===== src/rtl/argmax_classifier.sv =====
// Argmax sequencer: steps a dot-product unit through every class weight set and
// reports the index and value of the largest signed result.
module argmax_classifier #(
  parameter int VAL_SIZE    = 26,
  parameter int NUM_CLASSES = 10,
  parameter int CLASS_W     = 4,
  parameter int DP_LATENCY  = 16
) (
  input  logic                clk,
  input  logic                GlobalReset,
  input  logic                start,
  input  logic [VAL_SIZE-1:0] value_in,
  output logic                dp_clear,
  output logic [CLASS_W-1:0]  class_sel,
  output logic                busy,
  output logic                done,
  output logic [CLASS_W-1:0]  class_idx,
  output logic [VAL_SIZE-1:0] max_val
);

  localparam int WAIT_W = (DP_LATENCY > 1) ? $clog2(DP_LATENCY) : 1;
  localparam logic [CLASS_W-1:0] LAST_K    = CLASS_W'(NUM_CLASSES - 1);
  localparam logic [WAIT_W-1:0]  LAST_WAIT = WAIT_W'(DP_LATENCY - 1);

  typedef enum logic [2:0] {IDLE, CLEAR, WAIT, SAMPLE, DONE} state_e;

  state_e              state_q, state_d;
  logic [CLASS_W-1:0]  k_q, k_d;
  logic [WAIT_W-1:0]   wait_q, wait_d;
  logic [VAL_SIZE-1:0] run_max_q, run_max_d;
  logic [CLASS_W-1:0]  run_idx_q, run_idx_d;
  logic [CLASS_W-1:0]  class_idx_q, class_idx_d;
  logic [VAL_SIZE-1:0] max_val_q, max_val_d;

  logic                take_new;
  logic [VAL_SIZE-1:0] win_val;
  logic [CLASS_W-1:0]  win_idx;

  // NOTE: sequential state uses non-blocking assignments so every register
  // samples the pre-edge value of its neighbours, independent of block order.
  always_ff @(posedge clk) begin
    if (GlobalReset) begin
      state_q     <= IDLE;
      k_q         <= '0;
      wait_q      <= '0;
      run_max_q   <= '0;
      run_idx_q   <= '0;
      class_idx_q <= '0;
      max_val_q   <= '0;
    end else begin
      state_q     <= state_d;
      k_q         <= k_d;
      wait_q      <= wait_d;
      run_max_q   <= run_max_d;
      run_idx_q   <= run_idx_d;
      class_idx_q <= class_idx_d;
      max_val_q   <= max_val_d;
    end
  end

  // Class 0 always seeds the running max; strict '>' keeps the lower index on ties.
  assign take_new = (k_q == '0) || ($signed(value_in) > $signed(run_max_q));
  assign win_val  = take_new ? value_in : run_max_q;
  assign win_idx  = take_new ? k_q : run_idx_q;

  // NOTE: every signal written here gets a default first, so no path through
  // the case statement can leave one unassigned and infer a latch.
  always_comb begin
    state_d     = state_q;
    k_d         = k_q;
    wait_d      = wait_q;
    run_max_d   = run_max_q;
    run_idx_d   = run_idx_q;
    class_idx_d = class_idx_q;
    max_val_d   = max_val_q;
    dp_clear    = 1'b0;
    class_sel   = '0;
    busy        = 1'b1;
    done        = 1'b0;

    unique case (state_q)
      IDLE: begin
        busy = 1'b0;
        if (start) begin
          k_d     = '0;
          state_d = CLEAR;
        end
      end
      CLEAR: begin
        dp_clear  = 1'b1;
        class_sel = k_q;
        wait_d    = '0;
        state_d   = WAIT;
      end
      WAIT: begin
        class_sel = k_q;
        if (wait_q == LAST_WAIT) state_d = SAMPLE;
        else                     wait_d  = wait_q + WAIT_W'(1);
      end
      SAMPLE: begin
        class_sel = k_q;
        run_max_d = win_val;
        run_idx_d = win_idx;
        if (k_q == LAST_K) begin
          class_idx_d = win_idx;
          max_val_d   = win_val;
          state_d     = DONE;
        end else begin
          k_d     = k_q + CLASS_W'(1);
          state_d = CLEAR;
        end
      end
      DONE: begin
        done    = 1'b1;
        state_d = IDLE;
      end
      default: state_d = IDLE;
    endcase
  end

  assign class_idx = class_idx_q;
  assign max_val   = max_val_q;

endmodule

===== config.mk =====
export PLATFORM = sky130hd
export DESIGN_NAME = argmax_classifier
export DESIGN_NICKNAME = d
export VERILOG_FILES = /design/src/rtl/argmax_classifier.sv
export SDC_FILE = /design/constraint.sdc
export NUM_CORES = 1
export LEC_CHECK = 0
export BUFFER_PORTS_ARGS = -buffer_cell sky130_fd_sc_hd__buf_2
export CORE_UTILIZATION = 55
export CTS_BUF_LIST = sky130_fd_sc_hd__clkbuf_4 sky130_fd_sc_hd__clkbuf_8
export CTS_CLUSTER_DIAMETER = 100
export CTS_CLUSTER_SIZE = 16
export DETAILED_ROUTE_END_ITERATION = 10
export PLACE_DENSITY = 0.9
export SLEW_MARGIN = 10
export SYNTH_ARGS = -nofsm -noshare
export SYNTH_HDL_FRONTEND = slang
export SYNTH_SLANG_ARGS = --single-unit

===== constraint.sdc =====
create_clock -name clk -period 4.4 [get_ports clk]
set_input_delay 0 -clock clk [delete_from_list [all_inputs] [get_ports clk]]
set_output_delay 0 -clock clk [all_outputs]
set_load 0.1 [all_outputs]

==> metrics.yaml, run 1 <==
status: "complete, no violations"
syn_area_per_cell_um2: 8.15
multiInputGateArea_um2: 2150
r2r_end: "run_max_q[0]"
synth_nets: 533
slew_violations: 0
die_h_um: 85.8
finalSetupViolCount: 0
root_buffer: "clkbuf_8"
yosys.cell_types.count: 42
hpwl_um: 6230
clk_latency_ps: 360
grt-ovfl-total: 0
rows: 30
fill_cells: 480
grt_pass1_wl_um: 16600
whs_path_depth: 2
drt_first_pass_iters: 6
cts.sinks: 71
drtIter0Drc: 233
drive_above_1_share: 0.171
timing.slew.headroom: 0.204
netlist_area_um2: 3860
layout_commonest_cell: "dfxtp_1"
syn_inst: 474
die_w_um: 85.8
power.density_nw_per_um2: 388
final-seq-area_um2: 1420
place_congestion: 0.875
cp-end-kind: "register"
path_class: "reg2reg"
ys_warn_count: 0
numPortBuffers: 65
diodes: 0
cpMostUsedCell: "nand4_1"
r2r_start: "run_max_q[25]"
drc: 0
path_clk_slew_ps: 80
pre_cts_ws_ps: 1450
cts.path.max_buffers: 2
num_vias: 3815
cp_cell_sequence: "inv_1, ha_1, nand4_1, nor4_2, nand4_1, and2_1, nand2b_1, o2111ai_1, o31ai_1"
max_slew.worst_pin.slew_ps: 1190
drv_cap: 0
ant_nets: 0
fin_nets: 608
grt_start_max_net_pins: 71
ys.flop_type: "dfxtp_1"
cp.required_ps: 4640
period_needed_ps: 3150
final_cell_mix: "dfxtp_1, buf_2, nand2_1"
io_pins: 66
holdCritStartpoint: "GlobalReset"
h-tree-depth: 3
numCtsBuffers: 9
vias_per_cell: 5.87
area_growth_pct: 21.9
hp-class: "in2reg"
fmax_mhz: 318
postCtsSetupBuffers: 0
synth-seq-area-share: 0.368
finalClockSkew_ps: 15.3
rsz0062_at_grt: "false"
grt_pass1_vias: 3571
r2r_cells: 9
peakVddDrop_mv: 0.211
synth-edff-count: 0
die_area_um2: 7360
ys_ff_latch: 71
p_leak_nw: 2.05
path_max_fanout: 30
routedWlPerCell_um: 15.6
worstSetupStartpointType: "register"
rrSetupSlack_ps: 1250
setup_slack_ps: 1250
crit_path_top_delay_cell: "and2_1"
hold_viol_final: 0
cts_tree: "done"
antenna_found_initial: 0
critical_path.max_stage_delay_ps: 590
finalSetupTns_ps: 0
min_to: "wait_q[0]"
core_um2: 6790
ctsResizeCount: 0
arrival_ps: 3390
grtUsageTotal: 0.287
period_share: 0.715
drt-total-wl_um: 10100
initial_core_util: 0.569
ys_async_sr_fraction: 0
==> logic make-up after synthesis <==
group	synth area share
flip-flops	0.368
adder cells (fa/ha/maj)	0.0972
AND/OR/NAND/NOR	0.177
XOR/XNOR	0.0159
buffers and inverters	0.0768
AO/OA/AOI/OAI	0.198
multiplexers	0.0674
==> report_power, final <==
group          total, mW  internal (mW)  switching (mW)
Clock              0.636          0.388           0.248
Sequential         0.726          0.683          0.0435
Combinational      0.463          0.162           0.301
==> worst max-delay path: cells and delay by family, from the launching register on <==
family | cells | cell delay (ps)
simple gates | 5 | 1920
compound gates | 2 | 330
buf+inv | 1 | 60
fa+ha+maj | 1 | 310
flops | 1 | 380
==> registers in the layout, summed over array words and instances, names as in the netlist <==
name       flops
wait_q         4
state_q        3
max_val       26
run_idx_q      4
k_q            4
run_max_q     26
class_idx      4
==> what timing repair did <==
item                                   CTS  global route
endpoints found under the hold margin   42             0
setup endpoints to repair                0             0
hold buffers                            27             0
==> worst max-delay path by stage <==
stage | start | slack [ps] | depth (start not counted) | end
global placement | run_max_q[3] | 1580 | 9 | max_val[17]
global route | run_max_q[25] | 1060 | 9 | run_max_q[0]
floorplan | state_q[0] | 1830 | 3 | class_sel[0]
CTS | run_max_q[25] | 1410 | 9 | run_idx_q[1]
detailed placement | run_max_q[25] | 1450 | 9 | run_idx_q[1]
finish | run_max_q[25] | 1250 | 9 | run_max_q[0]
==> final cells by class <==
| cell class | instances | share of cell area |
|---|---|---|
| Timing Repair Buffer | 99 | 0.138 |
| Clock inverter | 2 | 0.0128 |
| Tap cell | 96 | 0.0255 |
| Multi-Input combinational cell | 337 | 0.458 |
| Inverter | 31 | 0.0247 |
| Clock buffer | 14 | 0.0396 |
| Sequential cell | 71 | 0.302 |
==> per-stage QoR <==
step	hold slack, ps	std cells	total power, mW	utilization	cell area, µm²
final	95.7	650	1.83	0.693	4710
after global routing	112	650	1.90	0.693	4710
after CTS	81.2	650	1.81	0.693	4710
after detailed placement	272	607	1.17	0.617	4190
after global placement	272	607	1.15	0.617	4190
after floorplan	139	474	1.09	-	3860
==> layer usage <==
layer / up-vias / wire length [µm] / global-route usage / part of all wire
li1: 1820 / - / - / -
met1: 1778 / 4280 / 0.335 / 0.42
met2: 164 / 4810 / 0.477 / 0.47
met3: 53 / 598 / 0.0616 / 0.059
met4: 0 / 456 / 0.185 / 0.045
met5: - / 0 / 0 / 0
==> synth_stat cells (2+ instances only) <==
cell type | number | share of area
buf_2 | 3 | 0.0039
nand2b_1 | 5 | 0.0081
o21ai_0 | 39 | 0.051
dfxtp_1 | 71 | 0.37
inv_1 | 30 | 0.029
a311oi_1 | 13 | 0.029
or3_1 | 2 | 0.0032
a31oi_1 | 15 | 0.024
o31ai_1 | 3 | 0.0058
clkbuf_1 | 24 | 0.023
o21ai_1 | 11 | 0.014
nor2_1 | 33 | 0.032
nand3b_1 | 3 | 0.0058
xor2_1 | 4 | 0.0091
nand2_1 | 62 | 0.060
nor3_1 | 8 | 0.010
o2111ai_1 | 4 | 0.0091
ha_1 | 30 | 0.097
xnor2_1 | 3 | 0.0068
buf_1 | 3 | 0.0029
nand3_1 | 17 | 0.022
and2_1 | 5 | 0.0081
nand4_1 | 9 | 0.015
a21oi_1 | 33 | 0.043
buf_12 | 2 | 0.010
mux2i_1 | 26 | 0.067
Power figures use the tool's default switching activity.
==> inputs of run 2 (changes only) <==
- clock period: 4.4 -> 3.1 ns (I/O delays scaled with it)
==> run 2 against run 1 <==
Net effect: total power rose by 36%; sequential power rose by 42%; via count fell by 1.4%; clock-buffer cell count fell by 1; first-iteration DRC count rose by 41%; worst setup slack got worse by 920 ps; die area did not move; clock power rose by 25%.
==> metrics.yaml, run 2 (synthesized netlist as in run 1, its figures left out) <==
drv_cap: 0
finalPower_mw: 2.49
power_switching_uw: 831
finalSetupViolCount: 0
drt_first_pass_iters: 6
power.density_nw_per_um2: 530
area_growth_pct: 21.7
grt-ovfl-total: 0
layout_commonest_cell: "dfxtp_1"
fill_cells: 487
power_frac_seq: 0.414
ant_nets: 0
diodes: 0
path_class: "reg2reg"
slew_violations: 0
status: "complete, no violations"
num_vias: 3763
grt_pass1_vias: 3483
holdBufCountCts: 27
rrSetupSlack_ps: 340
routedWlPerCell_um: 15.3
period_needed_ps: 2760
numCtsBuffers: 9
path_clk_slew_ps: 80
postCtsSetupBuffers: 0
grt_start_max_net_pins: 71
cp-startpoint: "run_max_q[3]"
drc: 0
h-tree-depth: 3
cp-end-kind: "register"
die_area_um2: 7360
clkPwrFrac: 0.320
worst_hold_slack_ps: 116
hpwl_um: 6350
p_leak_nw: 2.04
hold_viol_final: 0
timing.slew.headroom: 0.322
finalSetupTns_ps: 0
r2r_start: "run_max_q[3]"
die_w_um: 85.8
antenna_found_initial: 0
p_sw_frac: 0.334
numPortBuffers: 65
ctsResizeCount: 0
r2r_end: "run_max_q[3]"
stdcell_area_um2: 4700
fmax_mhz: 362
cts_tree: "done"
vias_per_cell: 5.77
dpl_cell_area_um2: 4210
combPwrFrac: 0.266
initial_core_util: 0.569
arrival_ps: 3030
io_pins: 66
hp-class: "in2reg"
finalClockSkew_ps: 11.5
cp-endpoint: "run_max_q[3]"
fin_nets: 611
r2r_cells: 9
core_um2: 6790
grt_pass1_wl_um: 16300
place_congestion: 0.862
clk_latency_ps: 350
drt-total-wl_um: 9960
drive_above_1_share: 0.174
root_buffer: "clkbuf_8"
rsz0062_at_grt: "false"
cts.sinks: 71
max_slew.worst_pin.slew_ps: 1000
path_max_fanout: 14
grtUsageTotal: 0.280
final_cell_mix: "dfxtp_1, buf_2, nand2_1"
die_h_um: 85.8
peakVddDrop_mv: 0.341
rows: 30
cts.path.max_buffers: 2
worstSetupStartpointType: "register"
drtIter0Drc: 329
cp.required_ps: 3370
internal_power_mw: 1.66
period_share: 0.891
[run 2: power groups by stage]
stage / Combinational (mW) / Clock (mW) / Sequential [mW]
after global placement: 0.596 / 0 / 1.04
after detailed placement: 0.621 / 0 / 1.05
after floorplan: 0.517 / 0 / 1.03
after CTS: 0.652 / 0.801 / 1.03
after global routing: 0.721 / 0.850 / 1.04
final: 0.663 / 0.798 / 1.03
[run 2: routing by layer]
layer | GRT usage | vias to the layer above | routed length (µm)
li1 | - | 1821 | -
met1 | 0.368 | 1717 | 4370
met2 | 0.450 | 203 | 4620
met3 | 0.0481 | 22 | 749
met4 | 0.132 | 0 | 216
met5 | 0 | - | 0
[run 2: layout make-up]
class / count / area (µm²) / share of cell area
Tap cell: 96 / 120 / 0.0256
Inverter: 31 / 116 / 0.0248
Sequential cell: 71 / 1420 / 0.302
Clock buffer: 13 / 179 / 0.0381
Clock inverter: 2 / 37.5 / 0.00799
Multi-Input combinational cell: 337 / 2150 / 0.458
Timing Repair Buffer: 102 / 671 / 0.143
[run 2: critical path, cell delays in order, from the launching register on]
cell and delay, ps:
dfxtp_1 360, inv_1 50, ha_1 310, a211oi_2 230, nor2_1 70, or4_4 540
a311o_1 400, a21boi_4 180, buf_4 270, mux2i_1 260
[run 2: per-stage QoR]
stage          setup WS, ps  instances  utilization
4_1_cts                 367        652        0.692
3_3_place_gp            526        610        0.620
3_5_place_dp            416        610        0.620
6_report                336        652        0.692
2_1_floorplan           527        474            -
5_1_grt                 162        652        0.692
[run 2: worst min-delay path by stage]
| stage | start | endpoint | slack, ps | cells past startpoint |
|---|---|---|---|---|
| floorplan | value_in[10] | run_max_q[10] | 140 | 2 |
| global placement | value_in[19] | run_max_q[19] | 270 | 3 |
| detailed placement | value_in[22] | run_max_q[22] | 280 | 3 |
| CTS | GlobalReset | state_q[2] | 110 | 2 |
| global route | GlobalReset | wait_q[1] | 140 | 2 |
| finish | GlobalReset | state_q[2] | 120 | 2 |
